--- config.mk ---
export PLATFORM = sky130hd
export DESIGN_NAME = spi_arbiter
export DESIGN_NICKNAME = d
export VERILOG_FILES = /design/src/rtl/spi_pkg.sv /design/src/rtl/rr_select.sv /design/src/rtl/spi_arbiter.sv
export SDC_FILE = /design/constraint.sdc
export NUM_CORES = 1
export LEC_CHECK = 0
export CELL_PAD_IN_SITES_DETAIL_PLACEMENT = 0
export CELL_PAD_IN_SITES_GLOBAL_PLACEMENT = 1
export CORE_MARGIN = 3
export CORE_UTILIZATION = 50
export CTS_BUF_LIST = sky130_fd_sc_hd__clkbuf_8
export DETAILED_ROUTE_END_ITERATION = 16
export DONT_BUFFER_PORTS = 1
export GPL_TIMING_DRIVEN = 0
export PLACE_DENSITY_LB_ADDON = 0.1
export RECOVER_POWER = 25
export SLEW_MARGIN = 30
export SYNTH_ARGS = -nofsm -noshare
export SYNTH_HDL_FRONTEND = slang
export SYNTH_SLANG_ARGS = --single-unit
--- constraint.sdc ---
create_clock -name clk -period 4.9 [get_ports clk]
set_input_delay 0.735 -clock clk [delete_from_list [all_inputs] [get_ports clk]]
set_output_delay 0.735 -clock clk [all_outputs]
set_load 0.1 [all_outputs]
--- src/rtl/spi_pkg.sv ---
// Shared types for the SPI arbiter: FSM state encoding and the round-robin pick.
package spi_pkg;

    typedef enum logic [1:0] {ST_IDLE, ST_START, ST_WAIT, ST_RESP} state_t;

    localparam int RR_MAX = 8;

    // Returns {valid, index}: first set bit of req at or after ptr, wrapping at n.
    function automatic logic [3:0] rr_pick(input logic [RR_MAX-1:0] req,
                                           input logic [3:0]        n,
                                           input logic [2:0]        ptr);
        logic [3:0] sum;
        rr_pick = 4'd0;
        for (int k = RR_MAX - 1; k >= 0; k--) begin
            sum = {1'b0, ptr} + 4'(k);
            if (sum >= n) sum = sum - n;
            // Walk downward so the smallest distance from ptr overwrites last.
            if ((4'(k) < n) && req[sum[2:0]]) rr_pick = {1'b1, sum[2:0]};
        end
    endfunction

endpackage

--- src/rtl/rr_select.sv ---
// Round-robin winner selection over NUM_REQ requesters starting at ptr.
module rr_select
    import spi_pkg::*;
#(
    parameter int NUM_REQ = 4,
    parameter int IDX_W   = $clog2(NUM_REQ)
) (
    input  logic [NUM_REQ-1:0] req,
    input  logic [IDX_W-1:0]   ptr,
    output logic               valid,
    output logic [IDX_W-1:0]   index
);

    logic [RR_MAX-1:0] w_req;
    logic [2:0]        w_ptr;
    logic [3:0]        w_pick;

    always_comb begin
        w_req              = '0;
        w_req[NUM_REQ-1:0] = req;
        w_ptr              = 3'(ptr);
        w_pick             = rr_pick(w_req, 4'(NUM_REQ), w_ptr);
    end

    assign valid = w_pick[3];
    assign index = IDX_W'(w_pick[2:0]);

endmodule

--- src/rtl/spi_arbiter.sv ---
// Shares one SPI master between NUM_REQ requesters: round-robin grant,
// one transfer at a time, with a WAIT-state timeout that reports err.
module spi_arbiter
    import spi_pkg::*;
#(
    parameter int NUM_REQ        = 4,
    parameter int DATA_WIDTH     = 16,
    parameter int TIMEOUT_CYCLES = 1024
) (
    input  logic                          clk,
    input  logic                          rst,
    input  logic [NUM_REQ-1:0]            req,
    input  logic [NUM_REQ*DATA_WIDTH-1:0] req_data,
    output logic [NUM_REQ-1:0]            ack,
    output logic                          err,
    output logic [DATA_WIDTH-1:0]         rsp_data,
    output logic [NUM_REQ-1:0]            grant,
    output logic                          spi_start,
    output logic [DATA_WIDTH-1:0]         spi_tx_data,
    input  logic                          spi_done,
    input  logic [DATA_WIDTH-1:0]         spi_rx_data
);

    localparam int IDX_W = $clog2(NUM_REQ);
    localparam int CNT_W = $clog2(TIMEOUT_CYCLES + 1);
    localparam logic [CNT_W-1:0] CNT_LAST = CNT_W'(TIMEOUT_CYCLES - 1);

    state_t                r_state, w_next;
    logic [IDX_W-1:0]      r_ptr, r_win, w_idx;
    logic                  w_valid, w_timeout;
    logic [CNT_W-1:0]      r_cnt;
    logic [DATA_WIDTH-1:0] r_tx, r_rsp, w_sel_data;
    logic [NUM_REQ-1:0]    r_grant;
    logic                  r_err;

    rr_select #(.NUM_REQ(NUM_REQ)) u_rr (
        .req   (req),
        .ptr   (r_ptr),
        .valid (w_valid),
        .index (w_idx)
    );

    always_comb begin
        w_sel_data = '0;
        for (int i = 0; i < NUM_REQ; i++)
            if (w_idx == IDX_W'(i)) w_sel_data = req_data[i*DATA_WIDTH +: DATA_WIDTH];
    end

    always_comb begin
        w_next    = r_state;
        w_timeout = 1'b0;
        case (r_state)
            ST_IDLE:  if (w_valid) w_next = ST_START;
            ST_START: w_next = ST_WAIT;
            ST_WAIT: begin
                // A done arriving on the last timeout cycle still wins.
                if (spi_done) begin
                    w_next = ST_RESP;
                end else if (r_cnt == CNT_LAST) begin
                    w_next    = ST_RESP;
                    w_timeout = 1'b1;
                end
            end
            ST_RESP:  w_next = ST_IDLE;
            default:  w_next = ST_IDLE;
        endcase
    end

    always_ff @(posedge clk) begin
        if (rst) r_state <= ST_IDLE;
        else     r_state <= w_next;
    end

    always_ff @(posedge clk) begin
        if (rst) begin
            r_ptr   <= '0;
            r_win   <= '0;
            r_cnt   <= '0;
            r_tx    <= '0;
            r_rsp   <= '0;
            r_grant <= '0;
            r_err   <= 1'b0;
        end else begin
            case (r_state)
                ST_IDLE: if (w_valid) begin
                    r_win   <= w_idx;
                    r_tx    <= w_sel_data;
                    r_grant <= NUM_REQ'(1) << w_idx;
                end
                ST_START: begin
                    r_cnt <= '0;
                    r_err <= 1'b0;
                end
                ST_WAIT: begin
                    if (spi_done)       r_rsp <= spi_rx_data;
                    else if (w_timeout) r_err <= 1'b1;
                    else                r_cnt <= r_cnt + CNT_W'(1);
                end
                ST_RESP: begin
                    r_grant <= '0;
                    r_ptr   <= (r_win == IDX_W'(NUM_REQ - 1)) ? '0 : r_win + IDX_W'(1);
                end
                default: ;
            endcase
        end
    end

    assign ack         = (r_state == ST_RESP) ? r_grant : '0;
    assign err         = (r_state == ST_RESP) & r_err;
    assign rsp_data    = r_rsp;
    assign grant       = r_grant;
    assign spi_start   = (r_state == ST_START);
    assign spi_tx_data = r_tx;

endmodule

# Word level (Yosys, flattened, before mapping)
# Index checks and enable logic that the tools add are counted.
[totals] register_bits=54 inputBits=87 wordCells=87
[classes] addsub=9 magnitude_cmp=8 n_eq_ne=13 n_shift=1 muxes=37 bitwise=1 n_reduce_logical=10
[ops] op="$mux W16" count=4
[ops] op="$mux W4" count=6
[ops] op="$mux W11" count=2
[ops] op="$pmux W11 S2" count=1
[ops] op="$lt A3 B4 Y1 const B" count=4
[ops] op="$bmux W1 S3" count=4
[ops] op="$ge A4 B3 Y1 const B" count=3
[ops] op="$mux W3" count=4
[ops] op="$add A11 B1 Y11 const B" count=1
[ops] op="$eq A11 B10 Y1 const B" count=1
[ops] op="$eq A2 B2 Y1 const B" count=5
[ops] op="$mux W1" count=9
[ops] op="$sub A3 B3 Y3 const B" count=3
[ops] op="$mux W2" count=4
[ops] op="$pmux W2 S4" count=1
[ops] op="$pmux W4 S2" count=1
[ops] op="$reduce_and A2 Y1" count=4
[ops] op="$add A2 B2 Y3 const B" count=2
[ops] op="$ne A2 B2 Y1 const B" count=3
[ops] op="$reduce_and A3 Y1" count=2
[ops] op="$eq A2 B1 Y1 const B" count=2
[ops] op="$logic_not A2 Y1" count=2
[ops] op="$reduce_bool A2 Y1" count=2
[ops] op="$shl A1 B2 Y4 const A" count=1
[ops] op="8 further kinds" count=8

# Longest topological paths before layout
# Gate-level depths: netlist of the first run.
[depth] depth_word=14 depth_mapped=11

# Modules after synthesis
# A second synthesis of the first run with hierarchy kept.
[unflattened] hier_cells=324 area_unflattened_um2=2857.7
[modules_own_cells] module="spi_arbiter" n_inst=1 cells_per_inst=302 area_each_um2=2691.3 seq_area_each_um2=1081.0
[modules_own_cells] module="rr_select" n_inst=1 cells_per_inst=22 area_each_um2=166.4 seq_area_each_um2=0.0

# Worst setup path after synthesis of the first run
# OpenSTA, ideal clock, no wires.
[synth_timing] path_type="register to output" start="reg r_grant[3] (netlist: grant[3])" end="out ack[3]" arrival_time_ns=1.825 path_slack_ns=2.340 path_stages_with_launch=2 n_path_buf=0 path_cell_list="dfxtp_1 -> and2_1"
[synth_between] elab_chain_cells=1
[synth_rtl] item="from (decl)" line="spi_arbiter.sv:33" source="logic [NUM_REQ-1:0] r_grant;"
[synth_rtl] item="from (signal assigned)" line="spi_arbiter.sv:88" source="r_grant <= NUM_REQ'(1) << w_idx;"
[synth_rtl] item="$mux W4" line="spi_arbiter.sv:108" source="assign ack = (r_state == ST_RESP) ? r_grant : '0;"
[synth_rtl] item="to (decl)" line="spi_arbiter.sv:14" source="output logic [NUM_REQ-1:0] ack,"
# Every way passes these cells.

# Worst setup path after layout of the first run
# Ends and elaborated chain as after synthesis.

==> results of run 1 <==
-- cells by family after synthesis --
group                      Yosys count  synth area share, %
and+or+nand+nor                    192                 30.2
AOI/OAI and AO/OA                  101                 22.2
DFF                                 54                 34.0
buffers and inverters               40                 6.30
muxes                               10                 3.62
adders and majority gates            8                 3.15
xor gates and xnor gates             2                0.551
-- routing by layer --
metal / up-vias / global-route usage (%) / share of wire [%]
met5: - / 0 / 0
met4: 0 / 4.75 / 1.2
met3: 10 / 7.97 / 10
met2: 148 / 40.0 / 46
met1: 1429 / 29.7 / 42
li1: 1483 / - / -
-- per-stage QoR --
step                      setup WS, ns  power [mW]
after floorplan                   2.34        1.73
after global placement            2.18        1.88
after detailed placement          2.13        1.89
after CTS                         1.92        2.26
after global routing              1.87        2.37
final                             1.94        2.25
-- power by group through the flow --
| stage | logic, mW | clock network, mW | registers, mW |
|---|---|---|---|
| finish | 0.665 | 0.366 | 1.22 |
| global route | 0.741 | 0.397 | 1.23 |
| CTS | 0.665 | 0.376 | 1.22 |
| detailed placement | 0.663 | 0 | 1.23 |
| global placement | 0.652 | 0 | 1.23 |
| floorplan | 0.529 | 0 | 1.20 |
-- synth_stat cells, types with 2 or more instances --
library cell	instances	area share (%)
buf_6	3	1.1
or3_1	6	1.2
a211oi_1	2	0.47
xnor2_1	2	0.55
nand2_1	94	11
and2_1	6	1.2
a32oi_1	8	2.2
nor2_1	17	2.0
dfxtp_1	54	34
clkbuf_1	16	1.9
ha_1	8	3.1
and3_1	18	3.5
nor2b_1	3	0.59
nand4_1	4	0.79
a311o_1	5	1.6
nand3_2	9	2.8
o21ai_0	19	3.0
a41o_1	12	3.8
nand3b_1	2	0.47
and4_1	2	0.55
a21o_1	2	0.47
inv_1	10	1.2
o211ai_1	2	0.47
nor3b_1	5	1.2
a21oi_1	33	5.2
nand3_1	18	2.8
nor3_1	3	0.47
mux2i_1	7	2.2
a41oi_1	6	1.7
buf_2	9	1.4
-- flip-flops by register name, indices dropped and copies added, names as in the netlist --
| signal | cells |
|---|---|
| r_cnt | 11 |
| r_state | 2 |
| rsp_data | 16 |
| r_win | 2 |
| grant | 4 |
| r_ptr | 2 |
| r_err | 1 |
| spi_tx_data | 16 |
-- worst min-delay path: cells and delay by family, from the launching register on --
kind / cells / cell delay (ns)
AO/OA/AOI/OAI: 1 / 0.04
AND/OR/NAND/NOR: 1 / 0.07
flip-flops: 1 / 0.34
-- worst min path at each step --
stage / end / depth (start not counted)
6_report: r_err / 2
5_1_grt: r_cnt[1] / 2
4_1_cts: r_err / 2
3_5_place_dp: r_err / 2
3_3_place_gp: r_err / 2
2_1_floorplan: r_err / 2
-- placed cells by master (no fill, tap or decap), types with 7 or more instances in the layout --
cell      netlist  routed
clkbuf_1       16      17
buf_2           9       9
inv_1          10      10
nand3_1        18      18
o21ai_0        19      19
nand2_1        94      94
a32oi_1         8       8
a41o_1         12      12
nor2_1         17      17
nand3_2         9       9
dfxtp_1        54      54
and3_1         18      18
ha_1            8       8
mux2i_1         7       7
a21oi_1        33      33
-- area by class of cell --
| type | count | area, um2 | area share [%] |
|---|---|---|---|
| tap | 75 | 93.8 | 2.75 |
| multi-input combinational | 313 | 1900 | 55.6 |
| sequential | 54 | 1080 | 31.7 |
| buffer | 30 | 163 | 4.76 |
| clock buffer | 6 | 82.6 | 2.42 |
| inverter | 10 | 37.5 | 1.10 |
| clock inverter | 2 | 60.1 | 1.76 |
==> impl_metrics.ini, run 1 <==
[run_status]
status = complete, no violations

[finish]
stdcell_count = 490
diodes = 0
area.growth.synth_to_final_pct = 7.44
nNetsFinal = 509
fillers = 590
drive_above_1_share_pct = 9.40
finalInstanceArea_mm2 = 0.00341
final_util_pct = 56.7

[synthesis]
yosysSeqAreaShare_pct = 34.0
synthArstFlopShare_pct = 0
synth-edff-count = 0
ys_warn_count = 0
ys_ff_latch = 54
synth.net_count = 502
synth.lib_cells_used.distinct = 52
synth.cell_area_mm2 = 0.00318
ys.flop_type = dfxtp_1
synth_cells = 407
avgSynthCellArea_um2 = 7.81

[floorplanning]
dieHeight_um = 85.7
core_area_mm2 = 0.00603
ios = 129
fp.dieW_um = 85.7
dieArea_mm2 = 0.00735
rows = 28
start_util_pct = 52.7

[pwr]
p_per_area_mw_per_mm2 = 660
power.switching_mw = 1.25
p_seq_share_pct = 54.2
ir_drop_v = 0.000363
pwr-share-comb_pct = 29.5
p_clk_share_pct = 16.2
power.leakage_nw = 1.36
switching_share_pct = 55.6
power.internal_uw = 1000

[worst_setup_path]
cp.depth = 1
critPathRequiredTime_ns = 4.16
path_class = flop to output port
crit_chain = and2_1
rr_worst_depth = 10
cp.buffers_inverters = 0
crit_path_max_incr_delay_ns = 1.02
startpoint_type = flop
r2r_start = r_ptr[0]
r2r_end = spi_tx_data[12]
crit_slowest_cell = dfxtp_1
crit_path_end_kind = output port
reg2reg_slack_ns = 2.16
crit_path_max_fanout = 4
crit_path_end = ack[3]
crit_start = grant[3]
path_delay_family = flip-flops
arrival_ns = 2.22

[sta]
finalSetupViolations = 0
rsz0062_at_grt = false
maxSlewHeadroom_pct = 30.8
post-route-period-util_pct = 60.3
slew_violations = 0
hold_ws_ns = 0.477
fin_skew_ns = 0.00445
worst_pin_slew_ns = 1.04
max_freq_mhz = 338
setup_tns_ns = 0
hold_violations = 0
min_period_ns = 2.96

[routing]
ant_nets = 0
num_vias = 3070
route.detailed.drc = 0
wl_per_cell_um = 18.0
firstDrtPassIters = 5
via_per_inst = 6.27
first_iter_violations = 185
wl_um = 8800

[cts]
cts_made_buffers = 5
htree_levels = 2
cts_setup_buffers = 0
tritoncts = yes
clk_latency_ns = 0.31
cts.clk_slew.worst_paths_ns = 0.10
ctsResizeCount = 0
cts_max_path_buffers = 2
clk_root_buffer_cell = clkbuf_8
ctsHoldBuffers = 0
cts_sinks = 54

[global_routing]
antenna_found_initial = 0
grt_max_degree = 17
grt_pass1_wl_um = 14000
grt_usage_pct = 23.7
grt_overflow = 0
grt_pass1_vias = 2812

[placement]
place_inst = 482
dp_hpwl_um = 6670
io_buffers = 0
gp_congestion = 0.800
placed_cell_area_mm2 = 0.00327

[job]
cap_violations = 0

[min_path]
min_path_type = flop to flop
hold_start = r_err
Note: power is estimated with default switching activity, not from simulation.
==> run 2: changes to the inputs <==
Settings changed: CORE_UTILIZATION 50 to 42.
Clock period 4.9 ns to 2.6 ns, I/O delays scaled along.
==> impl_metrics.ini, run 2 (synthesis results as in run 1) <==
[sta]
hold_violations = 0
min_period_ns = 2.43
finalSetupViolations = 0
slew_violations = 0
maxSlewHeadroom_pct = 30.2
finalWorstSetupSlack_ns = 0.168
worst_pin_slew_ns = 1.05
post-route-period-util_pct = 93.5
hold_ws_ns = 0.201
setup_tns_ns = 0
fin_skew_ns = 0.00678
max_freq_mhz = 411

[min_path]
min_path_type = input pin to flop

[job]
cap_violations = 0

[worst_setup_path]
arrival_ns = 2.59
critPathRequiredTime_ns = 2.76
crit_path_max_fanout = 10
crit_path_end_kind = flop
startpoint_type = flop
path_class = flop to flop

[placement]
place_inst = 506
io_buffers = 0
dp_hpwl_um = 6740
place_ws_ns = -0.124
gp_congestion = 0.773

[routing]
first_iter_violations = 126
firstDrtPassIters = 4
route.detailed.drc = 0
wl_per_cell_um = 17.3
wl_um = 8930
num_vias = 3024
via_per_inst = 5.85
ant_nets = 0

[cts]
cts.clk_slew.worst_paths_ns = 0.10
htree_levels = 2
cts_made_buffers = 5
ctsHoldBuffers = 0
cts_max_path_buffers = 2
clk_root_buffer_cell = clkbuf_8
tritoncts = yes
clk_latency_ns = 0.31
cts_sinks = 54

[pwr]
ir_drop_v = 0.000382
p_per_area_mw_per_mm2 = 1200
power.leakage_nw = 1.37

[finish]
area.growth.synth_to_final_pct = 9.76
fillers = 764
diodes = 0
drive_above_1_share_pct = 12.9
nNetsFinal = 512
stdcell_count = 517
mostFrequentLayoutCells = nand2_1, dfxtp_1, a21oi_1, o21ai_0
final_common_cell = nand2_1

[floorplanning]
start_util_pct = 43.6
core_area_mm2 = 0.00729
rows = 31
fp.dieW_um = 93.0
dieArea_mm2 = 0.00865
ios = 129
dieHeight_um = 93.0

[global_routing]
grt_pass1_wl_um = 14500
grt_pass1_vias = 2920
grt_max_degree = 17
antenna_found_initial = 0
grt_overflow = 0
grt_usage_pct = 20.6

[run_status]
status = complete, no violations
## run 2: changes by cell type in the layout (fill, tap and decap cells not counted), sizes merged
cell	change
bufinv	-1
buf	+3
clkbuf	-1
inv	+1
clkinvlp	+1
## run 2: worst paths after layout
path	slack, ns	to	startpoint	depth (start not counted)
max reg2reg	0.17	spi_tx_data[14]	r_ptr[0]	11
min	0.20	rsp_data[5]	spi_rx_data[5]	2
max	0.17	spi_tx_data[14]	r_ptr[0]	11
min reg2reg	0.48	r_err	r_err	2
## run 2: area by class of cell
class / instances / area [um2] / share of cell area [%]
plain buffers: 30 / 170 / 4.88
clock buffers: 5 / 68.8 / 1.97
clock inverters: 3 / 41.3 / 1.18
inverters: 10 / 37.5 / 1.08
multi-input cells: 313 / 1930 / 55.3
flip-flops and latches: 54 / 1080 / 31.0
well taps: 99 / 124 / 3.55
repair buffers: 3 / 35.0 / 1.00
## run 2: report_power, final
group	switching, mW	internal (mW)
sequential	1.28	1.01
combinational	0.817	0.497
clock	0.277	0.284
## run 2: stage by stage
stage | utilization [%] | total power [mW] | instance area (um2)
3_3_place_gp | 45.3 | 3.56 | 3300
2_1_floorplan | - | 3.26 | 3180
3_5_place_dp | 45.3 | 3.58 | 3300
4_1_cts | 47.3 | 4.17 | 3450
6_report | 47.8 | 4.17 | 3490
5_1_grt | 47.8 | 4.41 | 3490
## run 2: critical path, cell delays in order (launching register included)
cell,delay (ns)
dfxtp_1,0.36
buf_6,0.15
inv_1,0.06
ha_1,0.39
o21ai_2,0.11
a21oi_2,0.20
a211o_1,0.15
buf_2,0.20
buf_4,0.22
nor2_4,0.06
a32oi_1,0.20
a41oi_1,0.15
## run 2: metal layers
layer / GRT usage [%] / up-vias / wire length (um) / part of all wire (%)
li1: - / 1486 / - / -
met1: 25.2 / 1419 / 3770 / 42
met2: 35.2 / 112 / 4250 / 48
met3: 6.60 / 7 / 810 / 9.1
met4: 5.37 / 0 / 101 / 1.1
met5: 0 / - / 0 / 0
## run 2: repair_timing
item | in CTS | in global routing
setup endpoints to repair | 9 | 20
gates cloned | 0 | 0
gates resized for setup | 6 | 12
endpoints found under the hold margin | 0 | 0
setup buffers | 2 | 1
pin swaps | 1 | 0
